--- src/rtl/mlp_sequencer.sv ---
// Control sequencer for a two-layer MLP on a shared MAC: drives ROM/RAM addresses and MAC
// strobes, adds bias with 16-bit saturation, applies ReLU on hidden writes and tracks output argmax.
module mlp_sequencer #(
   parameter int N_IN       = 4,
   parameter int N_HID      = 3,
   parameter int N_OUT      = 2,
   parameter int MAC_LAT    = 1,
   parameter int AUTO_START = 1,
   parameter int AW         = 8
) (
   input  logic               clk,
   input  logic               reset,
   input  logic               start,
   output logic               busy,
   output logic               finished,
   output logic [AW-1:0]      w_addr,
   output logic [AW-1:0]      b_addr,
   output logic [AW-1:0]      x_addr,
   output logic               x_sel,
   output logic               mac_clr,
   output logic               mac_en,
   input  logic signed [15:0] mac_acc,
   input  logic signed [15:0] bias,
   output logic               h_we,
   output logic [AW-1:0]      h_waddr,
   output logic [15:0]        h_wdata,
   output logic               y_we,
   output logic [AW-1:0]      y_waddr,
   output logic [15:0]        y_wdata,
   output logic [15:0]        out
);

   typedef enum logic [2:0] {
      S_IDLE,
      S_CLEAR,
      S_ISSUE,
      S_DRAIN,
      S_WRITE,
      S_DONE
   } state_t;

   localparam logic [AW-1:0] L0_FAN_LAST = AW'(N_IN - 1);
   localparam logic [AW-1:0] L1_FAN_LAST = AW'(N_HID - 1);
   localparam logic [AW-1:0] L0_N_LAST   = AW'(N_HID - 1);
   localparam logic [AW-1:0] L1_N_LAST   = AW'(N_OUT - 1);
   localparam logic [AW-1:0] DRAIN_LAST  = AW'(MAC_LAT);
   localparam logic [AW-1:0] IN_A        = AW'(N_IN);
   localparam logic [AW-1:0] HID_A       = AW'(N_HID);
   localparam logic [AW-1:0] L1_W_BASE   = AW'(N_HID * N_IN);

   state_t             state_q, state_d;
   logic               layer_q, layer_d;
   logic [AW-1:0]      n_q, n_d;
   logic [AW-1:0]      k_q, k_d;
   logic [AW-1:0]      d_q, d_d;
   logic signed [15:0] acc_q, acc_d;
   logic signed [15:0] max_q, max_d;
   logic [AW-1:0]      idx_q, idx_d;
   logic [15:0]        out_q, out_d;
   logic               busy_q, busy_d;
   logic               fin_q, fin_d;
   logic               auto_q, auto_d;
   logic               mac_en_q, mac_en_d;

   logic [AW-1:0]      fan_last;
   logic [AW-1:0]      n_last;
   logic [16:0]        sum17;
   logic signed [15:0] sat_s;

   always_ff @(posedge clk) begin
      if (reset) begin
         state_q  <= S_IDLE;
         layer_q  <= 1'b0;
         n_q      <= '0;
         k_q      <= '0;
         d_q      <= '0;
         acc_q    <= '0;
         max_q    <= '0;
         idx_q    <= '0;
         out_q    <= '0;
         busy_q   <= 1'b0;
         fin_q    <= 1'b0;
         auto_q   <= (AUTO_START != 0);
         mac_en_q <= 1'b0;
      end else begin
         state_q  <= state_d;
         layer_q  <= layer_d;
         n_q      <= n_d;
         k_q      <= k_d;
         d_q      <= d_d;
         acc_q    <= acc_d;
         max_q    <= max_d;
         idx_q    <= idx_d;
         out_q    <= out_d;
         busy_q   <= busy_d;
         fin_q    <= fin_d;
         auto_q   <= auto_d;
         mac_en_q <= mac_en_d;
      end
   end

   // Bias add is done one bit wider so overflow shows up as a sign disagreement.
   always_comb begin
      sum17 = {acc_q[15], acc_q} + {bias[15], bias};
      sat_s = sum17[15:0];
      if (sum17[16] != sum17[15]) begin
         sat_s = sum17[16] ? 16'sh8000 : 16'sh7FFF;
      end
   end

   always_comb begin
      state_d  = state_q;
      layer_d  = layer_q;
      n_d      = n_q;
      k_d      = k_q;
      d_d      = d_q;
      acc_d    = acc_q;
      max_d    = max_q;
      idx_d    = idx_q;
      out_d    = out_q;
      busy_d   = busy_q;
      fin_d    = fin_q;
      auto_d   = auto_q;
      mac_en_d = 1'b0;

      w_addr   = '0;
      b_addr   = '0;
      x_addr   = '0;
      x_sel    = 1'b0;
      mac_clr  = 1'b0;
      h_we     = 1'b0;
      h_waddr  = '0;
      h_wdata  = '0;
      y_we     = 1'b0;
      y_waddr  = '0;
      y_wdata  = '0;

      fan_last = layer_q ? L1_FAN_LAST : L0_FAN_LAST;
      n_last   = layer_q ? L1_N_LAST : L0_N_LAST;

      // Bias address is held from CLEAR through WRITE so the sync ROM output stays valid.
      if (state_q == S_CLEAR || state_q == S_ISSUE || state_q == S_DRAIN || state_q == S_WRITE) begin
         b_addr = layer_q ? (HID_A + n_q) : n_q;
      end

      case (state_q)
         S_IDLE: begin
            if (auto_q || start) begin
               state_d = S_CLEAR;
               busy_d  = 1'b1;
               fin_d   = 1'b0;
               layer_d = 1'b0;
               n_d     = '0;
               auto_d  = 1'b0;
            end
         end
         S_CLEAR: begin
            mac_clr = 1'b1;
            k_d     = '0;
            state_d = S_ISSUE;
         end
         S_ISSUE: begin
            mac_en_d = 1'b1;
            x_addr   = k_q;
            x_sel    = layer_q;
            w_addr   = layer_q ? (L1_W_BASE + n_q * HID_A + k_q) : (n_q * IN_A + k_q);
            if (k_q == fan_last) begin
               d_d     = '0;
               state_d = S_DRAIN;
            end else begin
               k_d = k_q + 1'b1;
            end
         end
         S_DRAIN: begin
            if (d_q == DRAIN_LAST) begin
               acc_d   = mac_acc;
               state_d = S_WRITE;
            end else begin
               d_d = d_q + 1'b1;
            end
         end
         S_WRITE: begin
            if (!layer_q) begin
               h_we    = !reset;
               h_waddr = n_q;
               h_wdata = sat_s[15] ? 16'h0000 : sat_s;
            end else begin
               y_we    = !reset;
               y_waddr = n_q;
               y_wdata = sat_s;
               if (n_q == '0 || sat_s > max_q) begin
                  max_d = sat_s;
                  idx_d = n_q;
               end
            end
            if (n_q != n_last) begin
               n_d     = n_q + 1'b1;
               state_d = S_CLEAR;
            end else if (!layer_q) begin
               layer_d = 1'b1;
               n_d     = '0;
               state_d = S_CLEAR;
            end else begin
               state_d = S_DONE;
            end
         end
         S_DONE: begin
            out_d   = 16'(idx_q);
            busy_d  = 1'b0;
            fin_d   = 1'b1;
            state_d = S_IDLE;
         end
         default: begin
            state_d = S_IDLE;
         end
      endcase
   end

   assign busy     = busy_q;
   assign finished = fin_q;
   assign mac_en   = mac_en_q;
   assign out      = out_q;

endmodule

--- config.mk ---
export PLATFORM = sky130hd
export DESIGN_NAME = mlp_sequencer
export DESIGN_NICKNAME = d
export VERILOG_FILES = /design/src/rtl/mlp_sequencer.sv
export SDC_FILE = /design/constraint.sdc
export NUM_CORES = 1
export LEC_CHECK = 0
export CORE_AREA = 4 4 117 119
export DETAILED_ROUTE_END_ITERATION = 6
export DIE_AREA = 0 0 121 123
export PLACE_DENSITY = 0.84
export SYNTH_ARGS = -nofsm -noshare
export SYNTH_HDL_FRONTEND = slang
export SYNTH_SLANG_ARGS = --single-unit
--- constraint.sdc ---
create_clock -name clk -period 8.75 [get_ports clk]
set_input_delay 1.75 -clock clk [delete_from_list [all_inputs] [get_ports clk]]
set_output_delay 1.75 -clock clk [all_outputs]
set_load 0.005 [all_outputs]
==> results of run 1 <==
==> synthesized netlist by cell type, types with 2 or more instances <==
master,n,area share
nand2_1,29,0.017
inv_1,55,0.033
maj3_2,14,0.025
a211oi_2,15,0.030
o22ai_1,4,0.0040
buf_1,2,0.0012
o21bai_1,5,0.0060
or3_1,6,0.0060
nand3_1,12,0.0096
o21ai_1,3,0.0024
ha_1,68,0.14
nor2_1,135,0.081
or2_2,2,0.0020
buf_6,4,0.0072
nand3b_1,2,0.0024
fa_1,9,0.029
a21oi_2,11,0.015
a211oi_1,4,0.0048
xnor2_1,25,0.035
and3_1,6,0.0060
nor3_1,11,0.0088
o21a_1,3,0.0036
o211ai_1,4,0.0048
buf_2,4,0.0032
buf_4,11,0.013
clkbuf_1,24,0.014
dfxtp_1,80,0.26
mux2i_1,41,0.065
nor2b_1,7,0.0070
nor3b_1,3,0.0036
nand2b_1,3,0.0030
and4_1,3,0.0042
and2_1,11,0.011
nand4_1,15,0.015
o311ai_1,2,0.0028
o21ai_0,12,0.0096
a21o_1,15,0.018
a31oi_1,4,0.0040
xor2_1,19,0.027
a21oi_1,42,0.034
==> cells by family after synthesis <==
kind of cell / count (synthesis) / share of synthesized area
compound gates: 140 / 0.165
mux: 41 / 0.0655
xor+xnor: 44 / 0.0615
buf+inv: 101 / 0.0727
simple gates: 251 / 0.188
fa+ha+maj: 92 / 0.191
flops: 80 / 0.255
other cells: 1 / 0.000598
==> power breakdown <==
group          internal (mW)  switching (mW)  total (mW)
sequential             0.369         0.00828       0.377
clock                  0.221           0.160       0.381
combinational         0.0534          0.0747       0.128
==> state kept, by name, summed over array words and instances (netlist names), 3 cells and up <==
register and flops:
idx_q 8, acc_q 16, out 8, d_q 8, max_q 16, state_q 3
k_q 8, n_q 8
==> per-layer routing <==
metal	up-vias	track usage	share of wire
met3	30	0.0389	0.062
met2	167	0.363	0.48
li1	2764	-	-
met1	2594	0.261	0.44
met5	-	0	0
met4	0	0.0878	0.026
==> final timing paths <==
path,from,end,cells past startpoint,slack [ns]
setup / recovery,bias[0],h_wdata[10],12,1.56
hold / removal,busy,busy,2,0.44
setup reg to reg,acc_q[0],max_q[15],19,3.74
hold reg to reg,busy,busy,2,0.44
==> worst register-to-register path, stage by stage, from the launching register on <==
cell and delay, ns:
dfxtp_1 0.32, ha_1 0.21, inv_1 0.08, fa_1 0.20
nor2b_1 0.07, o31a_2 0.32, o221a_4 0.27, o21ai_2 0.17
a21o_1 0.54, maj3_2 0.36, inv_1 0.05, ha_1 0.28
and4_1 0.23, a21oi_1 0.14, o21ai_0 0.11, mux2i_1 0.18
a31oi_4 0.62, buf_4 0.41, mux2i_1 0.24, nor2_1 0.05
==> final cells by class <==
type	count	area, um^2	share of cell area
repair buffers	124	1230	0.157
clock buffers	9	225	0.0288
clock inverters	6	70.1	0.00897
inverters	56	210	0.0269
multi-input cells	577	4270	0.546
flip-flops and latches	80	1600	0.205
well taps	172	215	0.0275
==> impl_metrics.py, run 1 <==
metrics = {
    "cts": {
        "htree_levels": 3,
        "clk_latency_ns": 0.34,
        "cts_tree": "yes",
        "clock_path_buffers": 2,
        "clk_pin_slew_ns": 0.06,
        "cts_buffers": 9,
        "cts_hold_buf": 0,
        "post_cts_buffers": 0,
        "cts_resized": 0,
        "root_buffer": "clkbuf_16",
        "cts.sinks": 80,
    },
    "global_route": {
        "grt-ovfl-total": 0,
        "track_usage": 0.211,
        "antenna_found_initial": 0,
        "grt_first_pass_wirelength_um": 25700,
        "grt_max_degree": 41,
        "grt_pass1_vias": 5428,
    },
    "yosys": {
        "synth_cell_types": 65,
        "ys.flop_type": "dfxtp_1",
        "yosys_warnings": 0,
        "async_flop_share": 0,
        "ys_seq_area_frac": 0.255,
        "syn_area_per_cell_um2": 8.36,
        "ys_ff_latch": 80,
        "synthesis.area_um2": 6270,
        "synth_edf_count": 0,
        "synth_cells": 750,
    },
    "die": {
        "die_area_um2": 14900,
        "die_x_um": 121,
        "ios": 130,
        "core_um2": 12600,
        "rows": 41,
        "die-height_um": 123,
        "start_util": 0.499,
    },
    "cells_and_area": {
        "fin_nets": 960,
        "area_growth_pct": 24.7,
        "design_area_um2": 7820,
        "layout_commonest_cell": "nor2_1",
        "drive_gt1_frac": 0.0845,
        "fillers": 1087,
        "final_cells": 1024,
        "antenna_cells": 0,
        "utilization": 0.622,
        "layout_common_cells": "nor2_1, clkdlybuf4s50_1, dfxtp_1, ha_1, inv_1",
    },
    "timing": {
        "layout_min_cycle_time_ns": 7.19,
        "final.setup.worst_slack_ns": 1.56,
        "clock.fmax_ghz": 0.139,
        "maxSlewHeadroom": 0.356,
        "whs_ns": 0.444,
        "hold_viol": 0,
        "rsz0062_at_grt": "false",
        "period_share": 0.821,
        "setup_viol_count_final": 0,
        "fin_worst_skew_ns": 0.00716,
        "tightest_slew_ns": 0.963,
        "slew_viol_final": 0,
        "setup_tns_ns": 0,
    },
    "worst_setup_path": {
        "cp_top_family": "compound AO/OA/AOI/OAI gates",
        "cp_data_arrival_time_ns": 5.44,
        "crit_path_start_kind": "input port",
        "crit_type": "in -> out",
        "path_buf_inv": 3,
        "critPathMaxStageDelay_ns": 0.76,
        "crit_fanout": 19,
        "cpMostUsedCell": "clkdlybuf4s50_1",
        "endpoint_kind": "output port",
        "path_cells": "clkdlybuf4s50_1 -> ha_1 -> inv_1 -> fa_1 -> nor2b_1 -> o31a_2 -> o221a_4 -> o21ai_2 -> a21o_1 -> or3_1 -> a21oi_2 -> clkdlybuf4s50_1",
        "slowest_stage": "or3_1",
        "required_ns": 7.00,
    },
    "placed_design": {
        "portBuffers": 120,
        "gp_congestion": 0.898,
        "hpwlAfterDp_um": 12000,
        "post-place-ws_ns": 1.56,
        "place_area_um2": 7520,
        "placed_cells": 1009,
    },
    "route": {
        "drc_errors": 0,
        "vias": 5555,
        "routed_wl_um": 15600,
        "avgRoutedWirePerCell_um": 15.2,
        "drtIter0Drc": 400,
        "drtAntennaViolNets": 0,
        "dr.pass1.iters": 5,
        "drt-vias-per-instance": 5.42,
    },
    "power": {
        "power_leakage_nw": 3.32,
        "vdd_drop_max_v": 0.0000858,
        "total_power_mw": 0.886,
        "p_per_area_nw_per_um2": 113,
    },
    "status": {
        "outcome": "complete, no violations",
    },
    "job": {
        "drv_cap": 0,
    },
    "worst_hold_path": {
        "min_path_type": "reg -> reg",
    },
}
No activity file was read; power rests on OpenSTA's default activity.
==> inputs of run 2 (changes only) <==
==> config.mk (replaced) <==
export PLATFORM = sky130hd
export DESIGN_NAME = mlp_sequencer
export DESIGN_NICKNAME = d
export VERILOG_FILES = /design/src/rtl/mlp_sequencer.sv
export SDC_FILE = /design/constraint.sdc
export NUM_CORES = 1
export LEC_CHECK = 0
export CORE_AREA = 4 4 120 122
export DETAILED_ROUTE_END_ITERATION = 6
export DIE_AREA = 0 0 124 126
export PLACE_DENSITY = 0.83
export SYNTH_ARGS = -nofsm -noshare
export SYNTH_HDL_FRONTEND = slang
export SYNTH_SLANG_ARGS = --single-unit
==> constraint.sdc (replaced) <==
create_clock -name clk -period 6.3 [get_ports clk]
set_input_delay 1.26 -clock clk [delete_from_list [all_inputs] [get_ports clk]]
set_output_delay 1.26 -clock clk [all_outputs]
set_load 0.005 [all_outputs]
==> run 2 against run 1 <==
  * First-iteration DRC count decreased by 18%
  * Power increased by 37%
  * Setup slack got worse by 1.3 ns
==> impl_metrics.py, run 2 (synthesis results as in run 1) <==
metrics = {
    "route": {
        "drtIter0Drc": 329,
        "avgRoutedWirePerCell_um": 15.2,
        "drt-vias-per-instance": 5.42,
        "routed_wl_um": 15700,
        "drtAntennaViolNets": 0,
        "drc_errors": 0,
        "vias": 5601,
        "dr.pass1.iters": 6,
    },
    "die": {
        "die-height_um": 126,
        "core_um2": 13200,
        "die_area_um2": 15600,
        "start_util": 0.475,
        "die_x_um": 124,
        "ios": 130,
        "rows": 42,
    },
    "power": {
        "p_per_area_nw_per_um2": 155,
        "power_leakage_nw": 3.34,
        "vdd_drop_max_v": 0.000130,
    },
    "worst_setup_path": {
        "crit_type": "in -> out",
        "endpoint_kind": "output port",
        "crit_fanout": 15,
        "crit_path_start_kind": "input port",
        "required_ns": 5.04,
        "cp_data_arrival_time_ns": 4.74,
    },
    "timing": {
        "setup_tns_ns": 0,
        "final.setup.worst_slack_ns": 0.300,
        "setup_viol_count_final": 0,
        "hold_viol": 0,
        "fin_worst_skew_ns": 0.00627,
        "maxSlewHeadroom": 0.247,
        "rsz0062_at_grt": "false",
        "layout_min_cycle_time_ns": 6.00,
        "period_share": 0.952,
        "clock.fmax_ghz": 0.167,
        "tightest_slew_ns": 1.13,
        "slew_viol_final": 0,
    },
    "cells_and_area": {
        "area_growth_pct": 25.3,
        "top_regs": "acc_q: 16 flops, max_q: 16 flops",
        "layout_commonest_cell": "nor2_1",
        "fin_nets": 964,
        "antenna_cells": 0,
        "drive_gt1_frac": 0.0887,
        "layout_common_cells": "nor2_1, clkdlybuf4s50_1, dfxtp_1, ha_1, inv_1",
    },
    "cts": {
        "cts_tree": "yes",
        "clk_latency_ns": 0.35,
        "post_cts_buffers": 0,
        "cts.sinks": 80,
        "cts_buffers": 9,
        "clock_path_buffers": 2,
        "cts_resized": 0,
        "root_buffer": "clkbuf_16",
        "htree_levels": 3,
        "cts_hold_buf": 0,
        "clk_pin_slew_ns": 0.06,
    },
    "global_route": {
        "track_usage": 0.199,
        "grt-ovfl-total": 0,
        "grt_pass1_vias": 5222,
        "grt_first_pass_wirelength_um": 25200,
        "antenna_found_initial": 0,
        "grt_max_degree": 59,
    },
    "status": {
        "outcome": "complete, no violations",
    },
    "placed_design": {
        "portBuffers": 120,
        "gp_congestion": 0.895,
        "hpwlAfterDp_um": 11800,
        "post-place-ws_ns": 0.315,
    },
    "worst_hold_path": {
        "min_path_type": "reg -> reg",
    },
    "job": {
        "drv_cap": 0,
    },
}
run 2: worst paths after layout:
kind / to / slack (ns) / cells after the start / from
setup / recovery: h_wdata[0] / 0.30 / 12 / bias[0]
hold / removal: busy / 0.45 / 2 / busy
setup reg to reg: max_q[10] / 1.76 / 19 / acc_q[0]
hold reg to reg: busy / 0.45 / 2 / busy
run 2: power by group:
group / leakage [nW] / switching [mW] / total (mW) / internal, mW
clock: 0.135 / 0.222 / 0.510 / 0.289
sequential: 0.645 / 0.0118 / 0.524 / 0.512
combinational: 2.56 / 0.105 / 0.182 / 0.0762
total: 3.34 / 0.339 / 1.22 / 0.877
run 2: cell type report:
| cell class | count | area (um^2) |
|---|---|---|
| inverters | 56 | 210 |
| multi-input cells | 577 | 4270 |
| repair buffers | 128 | 1270 |
| clock buffers | 12 | 256 |
| flip-flops and latches | 80 | 1600 |
| fillers | 1120 | 5340 |
| clock inverters | 4 | 28.8 |
| well taps | 176 | 220 |
run 2: per-layer routing:
| metal | vias up | wire length, um | global-route usage |
|---|---|---|---|
| li1 | 2775 | - | - |
| met1 | 2597 | 6920 | 0.256 |
| met2 | 199 | 7350 | 0.321 |
| met3 | 30 | 1030 | 0.0574 |
| met4 | 0 | 350 | 0.0599 |
| met5 | - | 0 | 0 |
run 2: worst max-delay path, cell delays in order:
cell             delay [ns]
clkdlybuf4s50_1        0.46
ha_1                   0.20
inv_1                  0.07
fa_1                   0.39
nor2b_1                0.15
o31a_2                 0.17
o221a_4                0.21
o21ai_2                0.07
a21o_1                 0.26
or3_1                  0.69
a21oi_1                0.25
clkdlybuf4s50_1        0.53
run 2: metrics by stage:
step	total power, mW	hold WS, ns	cell area (um^2)	cells	util
floorplan	0.655	0.438	6300	758	-
global route	1.26	0.466	7850	1033	0.595
detailed placement	0.714	0.445	7570	1017	0.574
finish	1.22	0.455	7850	1033	0.595
CTS	1.22	0.454	7850	1033	0.595
global placement	0.711	0.438	7570	1017	0.574
==> inputs of run 3 (changes only) <==
--- a/config.mk
+++ b/config.mk
@@ -6,6 +6,8 @@
 export NUM_CORES = 1
 export LEC_CHECK = 0
 export CORE_AREA = 4 4 120 122
+export CTS_CLUSTER_DIAMETER = 80
+export CTS_CLUSTER_SIZE = 25
 export DETAILED_ROUTE_END_ITERATION = 6
 export DIE_AREA = 0 0 124 126
 export PLACE_DENSITY = 0.83
==> results of run 3 <==
Final layout, timing and power as in run 2 (identical DEF).
